File: config.mk
export PLATFORM = sky130hd
export DESIGN_NAME = tcb_lib_arbitrated_mux
export DESIGN_NICKNAME = d
export VERILOG_FILES = /design/src/rtl/tcb_lib_mux_pkg.sv /design/src/rtl/tcb_lib_prio_sel.sv /design/src/rtl/tcb_lib_arbitrated_mux.sv
export SDC_FILE = /design/constraint.sdc
export NUM_CORES = 1
export LEC_CHECK = 0
export ABC_AREA = 0
export BUFFER_PORTS_ARGS = -buffer_cell sky130_fd_sc_hd__buf_2
export CAP_MARGIN = 0
export CORE_AREA = 2 2 165 167
export DETAILED_ROUTE_END_ITERATION = 8
export DIE_AREA = 0 0 167 169
export SETUP_SLACK_MARGIN = 0.1
export SLEW_MARGIN = 20
export SYNTH_ARGS = -nofsm -noshare
export SYNTH_HDL_FRONTEND = slang
export SYNTH_HIERARCHICAL = 1
export SYNTH_SLANG_ARGS = --single-unit
File: constraint.sdc
create_clock -name clk -period 2.3 [get_ports clk]
set_clock_uncertainty 0.05 [all_clocks]
set_input_delay 0.23 -clock clk [delete_from_list [all_inputs] [get_ports clk]]
set_output_delay 0.23 -clock clk [all_outputs]
set_load 0.005 [all_outputs]
File: src/rtl/tcb_lib_mux_pkg.sv
`default_nettype none
// ============================================================================
// Module      : tcb_lib_mux_pkg
// Description : Shared types and helpers for the arbitrated TCB mux.
//               Struct fields are sized for the widest supported bus so the
//               same types serve every parameterisation. Narrower instances
//               zero-pad on the way in and slice on the way out.
//               Contents:
//                 tcb_req_t  - request fields {wen, adr, ben, wdt}
//                 tcb_rsp_t  - response fields {rdt, err}
//                 tcb_tag_t  - response-routing tag {vld, idx}
//                 prio_index - winning port index for a vld vector
// Revision    : 1.0 - initial release
// ============================================================================
package tcb_lib_mux_pkg;

  localparam int unsigned MAX_SPN = 16;  // widest supported port count
  localparam int unsigned MAX_SPL = 4;   // $clog2(MAX_SPN)
  localparam int unsigned MAX_ADR = 64;
  localparam int unsigned MAX_DAT = 64;
  localparam int unsigned MAX_BEN = 8;
  localparam int unsigned PRI_W   = 8;   // width of one priority value

  typedef struct packed {
    logic               wen;
    logic [MAX_ADR-1:0] adr;
    logic [MAX_BEN-1:0] ben;
    logic [MAX_DAT-1:0] wdt;
  } tcb_req_t;

  typedef struct packed {
    logic [MAX_DAT-1:0] rdt;
    logic               err;
  } tcb_rsp_t;

  typedef struct packed {
    logic               vld;
    logic [MAX_SPL-1:0] idx;
  } tcb_tag_t;

  typedef logic [MAX_SPN-1:0][PRI_W-1:0] pri_vec_t;

  // Index of the active port with the smallest priority value. The strict
  // comparison makes the lowest index win among equal priorities. Callers
  // zero-pad vld above their port count so padding entries never win.
  function automatic logic [MAX_SPL-1:0] prio_index(
    input logic [MAX_SPN-1:0] vld,
    input pri_vec_t           pri
  );
    logic [MAX_SPL-1:0] best;
    logic               found;
    best  = '0;
    found = 1'b0;
    for (int i = 0; i < MAX_SPN; i++) begin
      if (vld[i] && (!found || (pri[i] < pri[best]))) begin
        best  = MAX_SPL'(i);
        found = 1'b1;
      end
    end
    return best;
  endfunction

endpackage
`default_nettype wire

File: src/rtl/tcb_lib_prio_sel.sv
`default_nettype none
// ============================================================================
// Module      : tcb_lib_prio_sel
// Description : Fixed-priority grant selector. Picks the active port with
//               the lowest PRI value (lowest index on ties). With no port
//               active the previous grant is held.
// Ports       : clk  - clock, rising edge
//               rst  - synchronous active-high reset (last grant -> 0)
//               vld  - per-port request valid [SPN]
//               sel  - grant index [SPL]
// Revision    : 1.0 - initial release
// ============================================================================
module tcb_lib_prio_sel
  import tcb_lib_mux_pkg::*;
#(
  parameter int unsigned SPN = 3,
  parameter int unsigned SPL = $clog2(SPN),
  parameter int unsigned PRI [SPN-1:0] = '{2, 1, 0}
)(
  input  logic           clk,
  input  logic           rst,
  input  logic [SPN-1:0] vld,
  output logic [SPL-1:0] sel
);

  pri_vec_t           w_pri;
  logic [MAX_SPN-1:0] w_vld_ext;
  logic [MAX_SPL-1:0] w_idx;
  logic [SPL-1:0]     last_d;
  logic [SPL-1:0]     last_q;
  logic               unused_idx;

  for (genvar i = 0; i < MAX_SPN; i++) begin : g_pri
    if (i < SPN) begin : g_used
      assign w_pri[i] = PRI[i][PRI_W-1:0];
    end else begin : g_pad
      assign w_pri[i] = '0;
    end
  end

  always_comb begin
    w_vld_ext          = '0;
    w_vld_ext[SPN-1:0] = vld;
    w_idx              = prio_index(w_vld_ext, w_pri);
    sel                = (|vld) ? w_idx[SPL-1:0] : last_q;
    // Follows sel, so the register only moves when some port is active.
    last_d             = sel;
  end

  // Upper index bits are always zero for this port count.
  assign unused_idx = ^w_idx;

  always_ff @(posedge clk) begin
    if (rst) begin
      last_q <= '0;
    end else begin
      last_q <= last_d;
    end
  end

endmodule
`default_nettype wire

File: src/rtl/tcb_lib_arbitrated_mux.sv
`default_nettype none
// ============================================================================
// Module      : tcb_lib_arbitrated_mux
// Description : Many-to-one TCB node. SPN manager ports share one subordinate
//               port through a fixed-priority arbiter. The granted request
//               is forwarded combinationally. Each response is routed back
//               to its issuer DLY cycles after the handshake.
// Ports       : clk, rst                  - clock / sync active-high reset
//               s_vld/s_wen/s_adr/s_ben/s_wdt - upstream requests [SPN]
//               s_rdy/s_rdt/s_err         - upstream ready / response [SPN]
//               m_vld/m_wen/m_adr/m_ben/m_wdt - downstream request
//               m_rdy/m_rdt/m_err         - downstream ready / response
//               sel                       - current grant index (debug)
// Revision    : 1.0 - initial release
// ============================================================================
module tcb_lib_arbitrated_mux
  import tcb_lib_mux_pkg::*;
#(
  parameter int unsigned ADR = 32,
  parameter int unsigned DAT = 32,
  parameter int unsigned UNT = 8,
  parameter int unsigned BEN = DAT/UNT,
  parameter int unsigned DLY = 1,
  parameter int unsigned SPN = 3,
  parameter int unsigned SPL = $clog2(SPN),
  parameter int unsigned PRI [SPN-1:0] = '{2, 1, 0}
)(
  input  logic                     clk,
  input  logic                     rst,
  input  logic [SPN-1:0]           s_vld,
  input  logic [SPN-1:0]           s_wen,
  input  logic [SPN-1:0][ADR-1:0]  s_adr,
  input  logic [SPN-1:0][BEN-1:0]  s_ben,
  input  logic [SPN-1:0][DAT-1:0]  s_wdt,
  output logic [SPN-1:0]           s_rdy,
  output logic [SPN-1:0][DAT-1:0]  s_rdt,
  output logic [SPN-1:0]           s_err,
  output logic                     m_vld,
  output logic                     m_wen,
  output logic [ADR-1:0]           m_adr,
  output logic [BEN-1:0]           m_ben,
  output logic [DAT-1:0]           m_wdt,
  input  logic                     m_rdy,
  input  logic [DAT-1:0]           m_rdt,
  input  logic                     m_err,
  output logic [SPL-1:0]           sel
);

  tcb_req_t w_req;
  tcb_rsp_t w_rsp;
  tcb_tag_t w_tag_in;
  tcb_tag_t w_tag_out;
  logic     w_hs;
  logic     unused_pad;

  tcb_lib_prio_sel #(
    .SPN (SPN),
    .SPL (SPL),
    .PRI (PRI)
  ) u_prio_sel (
    .clk (clk),
    .rst (rst),
    .vld (s_vld),
    .sel (sel)
  );

  // Request mux and ready demux. Only the granted port sees m_rdy; the
  // others stall until they win a later arbitration.
  always_comb begin
    w_req              = '0;
    w_req.wen          = s_wen[sel];
    w_req.adr[ADR-1:0] = s_adr[sel];
    w_req.ben[BEN-1:0] = s_ben[sel];
    w_req.wdt[DAT-1:0] = s_wdt[sel];

    m_vld = ~rst & (|s_vld);
    m_wen = w_req.wen;
    m_adr = w_req.adr[ADR-1:0];
    m_ben = w_req.ben[BEN-1:0];
    m_wdt = w_req.wdt[DAT-1:0];

    s_rdy = '0;
    if (!rst) begin
      s_rdy[sel] = m_rdy;
    end

    w_hs                   = m_vld & m_rdy;
    w_tag_in               = '0;
    w_tag_in.vld           = w_hs;
    w_tag_in.idx[SPL-1:0]  = sel;
  end

  // Response routing tag: either used straight away or carried through a
  // DLY-deep shift register so overlapping responses each keep their port.
  if (DLY == 0) begin : g_dly0
    assign w_tag_out = w_tag_in;
  end else begin : g_dly
    tcb_tag_t pipe_d [DLY];
    tcb_tag_t pipe_q [DLY];

    always_comb begin
      pipe_d[0] = w_tag_in;
      for (int k = 1; k < DLY; k++) begin
        pipe_d[k] = pipe_q[k-1];
      end
    end

    always_ff @(posedge clk) begin
      if (rst) begin
        for (int k = 0; k < DLY; k++) begin
          pipe_q[k] <= '0;
        end
      end else begin
        pipe_q <= pipe_d;
      end
    end

    assign w_tag_out = pipe_q[DLY-1];
  end

  // Response demux; non-addressed ports see zero.
  always_comb begin
    w_rsp              = '0;
    w_rsp.rdt[DAT-1:0] = m_rdt;
    w_rsp.err          = m_err;

    s_rdt = '0;
    s_err = '0;
    if (!rst && w_tag_out.vld) begin
      s_rdt[w_tag_out.idx[SPL-1:0]] = w_rsp.rdt[DAT-1:0];
      s_err[w_tag_out.idx[SPL-1:0]] = w_rsp.err;
    end
  end

  // Padding bits of the wide package structs are never read.
  assign unused_pad = ^{w_req, w_rsp, w_tag_out};

endmodule
`default_nettype wire

==> metrics.cfg <==
[run_status]
status = completed

[route]
drt_wl_total_mm = 17.5
wl_met1_mm = 6.76
antenna_left = 0
routedWlPerCell_um = 16.3
wl_met3_mm = 1.24
wl_met2_mm = 9.38
firstDrtPassIters = 4
dr_total_vias = 4177
top_layer = met4
drc = 0
vias_per_cell = 3.89
drt-initial-drc-count = 114

[yosys]
ys_warn_count = 6
synth.distinct_cells = 21
synthArstFlopShare_pct = 0
synth_edf_count = 0
yosysTopAreaCellShare_pct = 32.3
netlist_top_cells_area = o2bb2ai_2 (32%), mux2i_1 (25%), nor2_1 (14%), nand3b_1 (8.9%), dfxtp_1 (3.6%)
synth_top_cell_by_area = o2bb2ai_2
yosysSeqAreaShare_pct = 3.58
ys.flop_type = dfxtp_1
ys_ff_latch = 5
avgSynthCellArea_sq_um = 8.26
synthCells = 338
yosysMostFrequentCell = nor2_1
synth_fp_nets = 584
synthTopCellsByCount = nor2_1 (102), mux2i_1 (69), o2bb2ai_2 (60)
synth_area_sq_um = 2790

[power_and_ir_drop]
switching_share_pct = 38.3
pwr-share-clk_pct = 23.1
finalPower_mw = 1.23
ir_drop_uv = 293
leakage_nw = 2.76
power_density_nw_per_um2 = 229
combPwrFrac_pct = 69.3
p_int_mw = 0.757
power_switching_mw = 0.469
p_seq_share_pct = 7.5

[die]
die_w_um = 167
pin_count = 420
num_rows = 60
die_y_um = 169
initial_core_util_pct = 10.5
die_area_sq_um = 28200
core_sq_um = 26500

[critical_path]
crit_top_cell = buf_12
critical_path_depth = 7
worst-setup-path-type = flop to output port
cp_top_family = buffers and inverters
r2r_cells = 4
cp_max_fo = 20
crit_required_ns = 2.02
crit_path_end_kind = output port
crit_chain = nand2b_4 > a21oi_4 > buf_12 > buf_12 > mux2i_2 > o2bb2ai_2 > buf_2
max_stage_delay_ns = 0.36
slowest_stage = dfxtp_1
cp.arrival_ns = 1.79
path_buf_inv = 3
critical_path.startpoint_type = flop

[timing]
setup_violations = 0
hold_violations = 0
min_period_ns = 2.07
setup_tns_ns = 0
rsz0062_at_grt = false
maxSlewViolCount = 0
whs_ns = 0.223
worstMarginPinSlew_ns = 0.649
fmax_mhz = 484
min_period_over_period_pct = 89.8
maxSlewHeadroom_pct = 56.7

[job]
cap_viol_max_count = 0

[clock_tree]
cts.path.max_buffers = 2
cts.sinks = 5
cts_tree = yes
cts_max_level = 1
clk_latency_ns = 0.22
clk_pin_slew_ns = 0.03
clockRootBuffer = clkbuf_16
cts_made_buffers = 3

[placed_design]
dp_hpwl_mm = 15.1
portBuffers = 419
routabilityCongestion = 0.797

[grt]
grt_pass1_wl_mm = 24.3
grt_pass1_vias = 3994
grt.total_usage_pct = 11.2
antenna_found_initial = 1
grt_overflow = 0
grt_max_degree = 74

[final_layout]
regArea_sq_um = 100
layout.nets = 980
drive_gt1_share_pct = 68.9
multi_input_area_sq_um = 2450
syn_to_final_growth_pct = 91.6
nFillCells = 3010

[hold_path]
min_path_type = input port to flop
min_path_cells = 2

## per-stage QoR
stage / std cells / setup slack [ns] / area (sq um) / utilization (%)
after floorplan: 338 / 0.706 / 2790 / -
after global placement: 1068 / 0.170 / 5220 / 19.7
after detailed placement: 1068 / 0.207 / 5220 / 19.7
after CTS: 1072 / 0.144 / 5310 / 20.0
after global routing: 1075 / 0.151 / 5350 / 20.2
final: 1075 / 0.234 / 5350 / 20.2
## per-layer routing
metal / up-vias / global-route usage (%)
li1: 2023 / -
met1: 1883 / 12.4
met2: 263 / 22.7
met3: 8 / 2.13
met4: 0 / 1.35
met5: - / 0
## cell usage in the layout, fill, tap and decap left out, types with 2 or more instances in the layout
cell and instances:
buf_2 419, nor2_1 102, mux2i_1 67, o2bb2ai_2 60, nand3b_1 33, o2bb2ai_1 9
buf_4 9, dfxtp_1 5, buf_12 5, clkbuf_16 4, nand2b_1 3, nor2b_1 3
nor3_1 2, mux2i_2 2
## path summary, 6_finish.rpt
check                                    endpoint                             from  slack, ns
setup / recovery                        m_wdt[27]  u_prio_sel/last_q[0]$_SDFF_PP0_       0.23
hold / removal    u_prio_sel/last_q[1]$_SDFF_PP0_                         s_vld[1]       0.22
hold reg to reg   u_prio_sel/last_q[0]$_SDFF_PP0_  u_prio_sel/last_q[0]$_SDFF_PP0_       0.48
setup reg to reg       g_dly.pipe_q[1]$_SDFF_PP0_  u_prio_sel/last_q[1]$_SDFF_PP0_       1.02
## kinds of logic after synthesis
group | count (synthesis) | share of synthesized area (%)
AOI/OAI and AO/OA | 71 | 35.7
and+or+nand+nor | 149 | 26.2
buffers and inverters | 44 | 9.81
muxes | 69 | 24.7
DFF | 5 | 3.58
## layout make-up
type | count | area share [%]
Clock buffer | 4 | 1.47
Multi-Input combinational cell | 289 | 45.8
Inverter | 1 | 0.0702
Tap cell | 341 | 7.97
Sequential cell | 5 | 1.87
Antenna cell | 1 | 0.0468
Timing Repair Buffer | 434 | 42.8
## power by group through the flow
stage | logic [mW] | registers [mW] | clock network (mW)
floorplan | 0.396 | 0.0935 | 0
global placement | 0.840 | 0.0937 | 0
detailed placement | 0.846 | 0.0937 | 0
CTS | 0.851 | 0.0925 | 0.291
global route | 0.926 | 0.0932 | 0.300
finish | 0.850 | 0.0926 | 0.283
## sequential cells by signal (all words and copies together) (netlist names)
| register | flops |
|---|---|
| g_dly.pipe_q | 3 |
| u_prio_sel/last_q | 2 |
## timing repair
item / CTS / global route
gates resized for setup: 1 / 2
endpoints found under the setup margin: 1 / 40
cloned: 0 / 1
buffers inserted: 0 / 1
pin swaps: 0 / 1
hold buffers: 0 / 0
Note: power is estimated with default switching activity, not from simulation.
